### src/rtl/sram_port_arbiter.sv
// sram_port_arbiter
//    Shares one single-port synchronous SRAM (1-cycle read latency) between
//    the instruction-fetch port and the memory-stage data port. Grants are
//    combinational in the request cycle. The response is routed to the owner
//    of the in-flight access in the following cycle. The data side has
//    priority, but a bounded streak counter forces an inst grant so that
//    fetch keeps making progress.
module sram_port_arbiter #(
   parameter int unsigned MAX_DATA_STREAK = 4,
   parameter int unsigned ADDR_W          = 32
) (
   input  logic              clk,
   input  logic              reset,

   input  logic              inst_req,
   input  logic [ADDR_W-1:0] inst_addr,
   output logic              inst_addr_ok,
   output logic              inst_data_ok,
   output logic [31:0]       inst_rdata,
   input  logic              inst_cancel,

   input  logic              data_req,
   input  logic              data_wr,
   input  logic [3:0]        data_wstrb,
   input  logic [ADDR_W-1:0] data_addr,
   input  logic [31:0]       data_wdata,
   output logic              data_addr_ok,
   output logic              data_data_ok,
   output logic [31:0]       data_rdata,

   output logic              sram_en,
   output logic [3:0]        sram_we,
   output logic [ADDR_W-1:0] sram_addr,
   output logic [31:0]       sram_wdata,
   input  logic [31:0]       sram_rdata
);

   // Streak threshold as a 4-bit value (legal range 1..15).
   localparam logic [3:0] MAX_S = 4'(MAX_DATA_STREAK);

   typedef enum logic [1:0] {
      IDLE      = 2'd0,
      RESP_INST = 2'd1,
      RESP_DATA = 2'd2
   } state_t;

   state_t     state_q,  state_d;
   logic [3:0] streak_q, streak_d;
   logic       wr_q,     wr_d;   // in-flight data access is a store

   logic       gnt_inst;
   logic       gnt_data;
   logic       inst_starved;

   // Grant selection: data first, unless the waiting fetch has seen
   // MAX_DATA_STREAK data grants in a row. Reset suppresses every grant
   // so the SRAM sees no access while reset is held.
   always_comb begin
      gnt_inst     = 1'b0;
      gnt_data     = 1'b0;
      inst_starved = inst_req && (streak_q == MAX_S);
      if (!reset) begin
         if (data_req && !inst_starved) begin
            gnt_data = 1'b1;
         end else if (inst_req) begin
            gnt_inst = 1'b1;
         end
      end
   end

   // Next-state, streak and in-flight access bookkeeping.
   always_comb begin
      state_d  = IDLE;
      streak_d = streak_q;
      wr_d     = 1'b0;

      if (gnt_inst) begin
         state_d = RESP_INST;
      end else if (gnt_data) begin
         state_d = RESP_DATA;
         wr_d    = data_wr;
      end

      if (!inst_req || gnt_inst) begin
         streak_d = '0;
      end else if (gnt_data && (streak_q != MAX_S)) begin
         streak_d = streak_q + 4'd1;
      end
   end

   // SRAM request side: drive the granted requester's access, else idle zeros.
   always_comb begin
      sram_en      = 1'b0;
      sram_we      = '0;
      sram_addr    = '0;
      sram_wdata   = '0;
      inst_addr_ok = 1'b0;
      data_addr_ok = 1'b0;

      if (gnt_inst) begin
         sram_en      = 1'b1;
         sram_addr    = inst_addr;
         inst_addr_ok = 1'b1;
      end else if (gnt_data) begin
         sram_en      = 1'b1;
         sram_we      = data_wr ? data_wstrb : 4'b0000;
         sram_addr    = data_addr;
         sram_wdata   = data_wdata;
         data_addr_ok = 1'b1;
      end
   end

   // Response side: route the returned word to the owner of the access made
   // in the previous cycle. A flush in the response cycle drops a pending
   // fetch response. A fetch accepted in that same cycle is the redirected
   // fetch, and its own response in the next cycle is kept.
   always_comb begin
      inst_data_ok = 1'b0;
      inst_rdata   = '0;
      data_data_ok = 1'b0;
      data_rdata   = '0;

      if (!reset) begin
         if (state_q == RESP_INST && !inst_cancel) begin
            inst_data_ok = 1'b1;
            inst_rdata   = sram_rdata;
         end
         if (state_q == RESP_DATA) begin
            data_data_ok = 1'b1;
            data_rdata   = wr_q ? 32'h0 : sram_rdata;
         end
      end
   end

   // State registers with asynchronous active-high reset.
   always_ff @(posedge clk or posedge reset) begin
      if (reset) begin
         state_q  <= IDLE;
         streak_q <= '0;
         wr_q     <= 1'b0;
      end else begin
         state_q  <= state_d;
         streak_q <= streak_d;
         wr_q     <= wr_d;
      end
   end

endmodule
### config.mk
export PLATFORM = sky130hd
export DESIGN_NAME = sram_port_arbiter
export DESIGN_NICKNAME = d
export VERILOG_FILES = /design/src/rtl/sram_port_arbiter.sv
export SDC_FILE = /design/constraint.sdc
export NUM_CORES = 1
export LEC_CHECK = 0
export CAP_MARGIN = 20
export CORE_AREA = 2 2 107 109
export CTS_CLUSTER_SIZE = 30
export DETAILED_ROUTE_END_ITERATION = 10
export DIE_AREA = 0 0 109 111
export PLACE_DENSITY = 0.57
export SLEW_MARGIN = 20
export SYNTH_ARGS = -nofsm -noshare
export SYNTH_HDL_FRONTEND = slang
export SYNTH_SLANG_ARGS = --single-unit
### constraint.sdc
create_clock -name clk -period 3.5 [get_ports clk]
set_input_delay 0.7 -clock clk [delete_from_list [all_inputs] [get_ports clk]]
set_output_delay 0.7 -clock clk [all_outputs]
set_load 0.02 [all_outputs]
==> metrics.cfg <==
[placed_design]
io_buffers=274
dpl.hpwl_um=7324
place_area_um2=4370
place_congestion=0.7740

[synthesis]
synth_fp_nets=331
synth_top_cell_area_share_pct=40.93
ys_warn_count=0
yosys.area.top_type=and2_1
avgSynthCellArea_um2=7.763
ys_types=27
yosys_register_bits=7
seq_area_frac_synth_pct=11.81
ys_top_cells_by_area=and2_1 (41%), a22o_1 (19%), dfrtp_1 (12%)
syn_inst=191
synth_area_um2=1483

[floorplanning]
ios=275
die_x_um=109
initial_utilization_pct=13.39
die_h_um=111
die-area_um2=12100
std_cell_rows=39
placeableCoreArea_um2=11080

[clock_tree]
ctsHoldBuffers=0
cts_tree=done
cts_buffer_depth=2
htreeDepth=1
root_buffer=clkbuf_16
clk_pin_slew_ps=40
clock-sinks=7
clock_latency_ps=230
cts_buffers=3

[sta]
skew_ps=0.3993
max-slew-margin-rel_pct=79.28
fin_tns_setup_ps=0
period_minus_slack_ps=3390
finalSetupViolCount=0
max_freq_mhz=295.0
worst_slew_pin_slew_ps=310.4
hold_viol=0
grt_setup_unrepaired=no
slew_violations=0
finalCritPeriodShare_pct=96.86

[route]
wirelength_um=8450
ant_nets=0
wire_per_inst_um=14.04
via_count=2456
avgViaCountPerCell=4.080
drt_first_pass_iters=4
drt_iter0_markers=79
route.detailed.drc=0

[pwr]
switching_share_pct=29.64
p_per_area_nw_per_um2=154.2
power.switching_mw=0.2077
p_leak_nw=2.372
peakVddDrop_mv=0.1064
seq_power_share_pct=12.2
internal_power_mw=0.4932
combPwrFrac_pct=59.6
clockPowerShare_pct=28.1

[global_routing]
gr-total-overflow=0
grt_usage_pct=12.67
grt_pass1_wl_um=12300
antenna_found_initial=0
grt_max_degree=49
grt_pass1_vias=2444

[cells_and_area]
fin_nets=600
diodes=0
multiInputGateArea_um2=1147
final_cell_mix=clkdlybuf4s50_1 (235), and2_1 (97), dlymetal6s2s_1 (37)
layout_commonest_cell=clkdlybuf4s50_1
design_area_um2=4546
area_delta_synth_final_pct=206.6
regArea_um2=175.2
final_layout_size_suffix_gt1_share_pct=4.139
fillers=1139

[setup_path]
cp-start-kind=input port
cp_max_fo=48
crit_type=in -> out
worstPathArrival_ps=2690
cp.required_ps=2800
reg2reg_slack_ps=2000
endpoint_kind=output port

[hold_path]
holdCritPathClass=reg -> reg

[job]
max_cap_violations=0

[outcome]
outcome=finished, final reports clean

-- power groups by stage --
stage               registers [mW]  clock network [mW]  logic (mW)
floorplan                   0.0864                   0       0.150
global placement            0.0868                   0       0.421
detailed placement          0.0869                   0       0.424
CTS                         0.0858               0.200       0.425
global route                0.0861               0.206       0.444
finish                      0.0858               0.197       0.418
-- state kept, by name, summed over array words and instances, names as in the netlist --
register / count
streak_q: 4
state_q: 2
wr_q: 1
-- critical path, cell delays in order --
cell	delay, ps
clkdlybuf4s50_1	480
nand2b_2	240
a41oi_4	230
buf_12	230
and2_1	160
clkdlybuf4s50_1	620
-- synth_stat cells, drive strengths merged --
cell type / n
and2: 97
a22o: 32
buf: 18
dfrtp: 7
nand3: 6
inv: 5
and3: 4
a21oi: 2
ha: 2
nand2: 2
nand2b: 2
nor2: 2
o21ai: 2
a2111o: 1
a21boi: 1
a31oi: 1
a41oi: 1
and2b: 1
nand3b: 1
nand4b: 1
nor3b: 1
nor4b: 1
nor4bb: 1
-- per-layer routing --
| layer | vias to the layer above | track usage (%) | wire (um) |
|---|---|---|---|
| met1 | 1076 | 12.80 | 2835 |
| met2 | 179 | 24.22 | 4338 |
| met5 | - | 0 | 0 |
| met3 | 11 | 3.704 | 1127 |
| li1 | 1190 | - | - |
| met4 | 0 | 3.932 | 149 |
-- through the flow --
stage          hold slack [ps]  worst slack, ps  util [%]  instances  total power [mW]
2_1_floorplan            518.0            945.1         -        191            0.2362
3_3_place_gp             556.7            55.94     39.46        598            0.5077
3_5_place_dp             576.5           -1.693     39.46        598            0.5112
4_1_cts                  584.4            45.73     40.17        602            0.7109
5_1_grt                  628.3            2.611     41.04        602            0.7360
6_report                 595.0            109.8     41.04        602            0.7009
-- timing repair --
action,in CTS,in global routing
resized for setup,1,38
setup endpoints to repair,1,50
buffers inserted,0,0
-- kinds of logic (layout without fill, tap and decap cells) --
family                     count (synthesis)  after routing  share of synthesized area (%)
and+or+nand+nor                          119            119                          51.65
AOI/OAI and AO/OA                         40             40                          24.05
buffers and inverters                     23            291                          10.80
DFF                                        7              7                          11.81
adders and majority gates                  2              2                          1.687
-- path summary, 6_finish.rpt --
| check | startpoint | end | cells after the start |
|---|---|---|---|
| min in group asynchronous | reset | streak_q[1] | 3 |
| max reg2reg | streak_q[0] | wr_q | 5 |
| min reg2reg | streak_q[0] | streak_q[0] | 2 |
| max | reset | sram_wdata[3] | 6 |
| max in group asynchronous | reset | state_q[0] | 3 |
| min | streak_q[0] | streak_q[0] | 2 |
-- final cells by class --
class	count	share of cell area [%]
inverters	5	0.4129
multi-input cells	161	25.24
clock inverters	1	0.1101
well taps	143	3.936
flip-flops and latches	7	3.854
repair buffers	282	64.79
clock buffers	3	1.652
No activity file was read; power rests on OpenSTA's default activity.
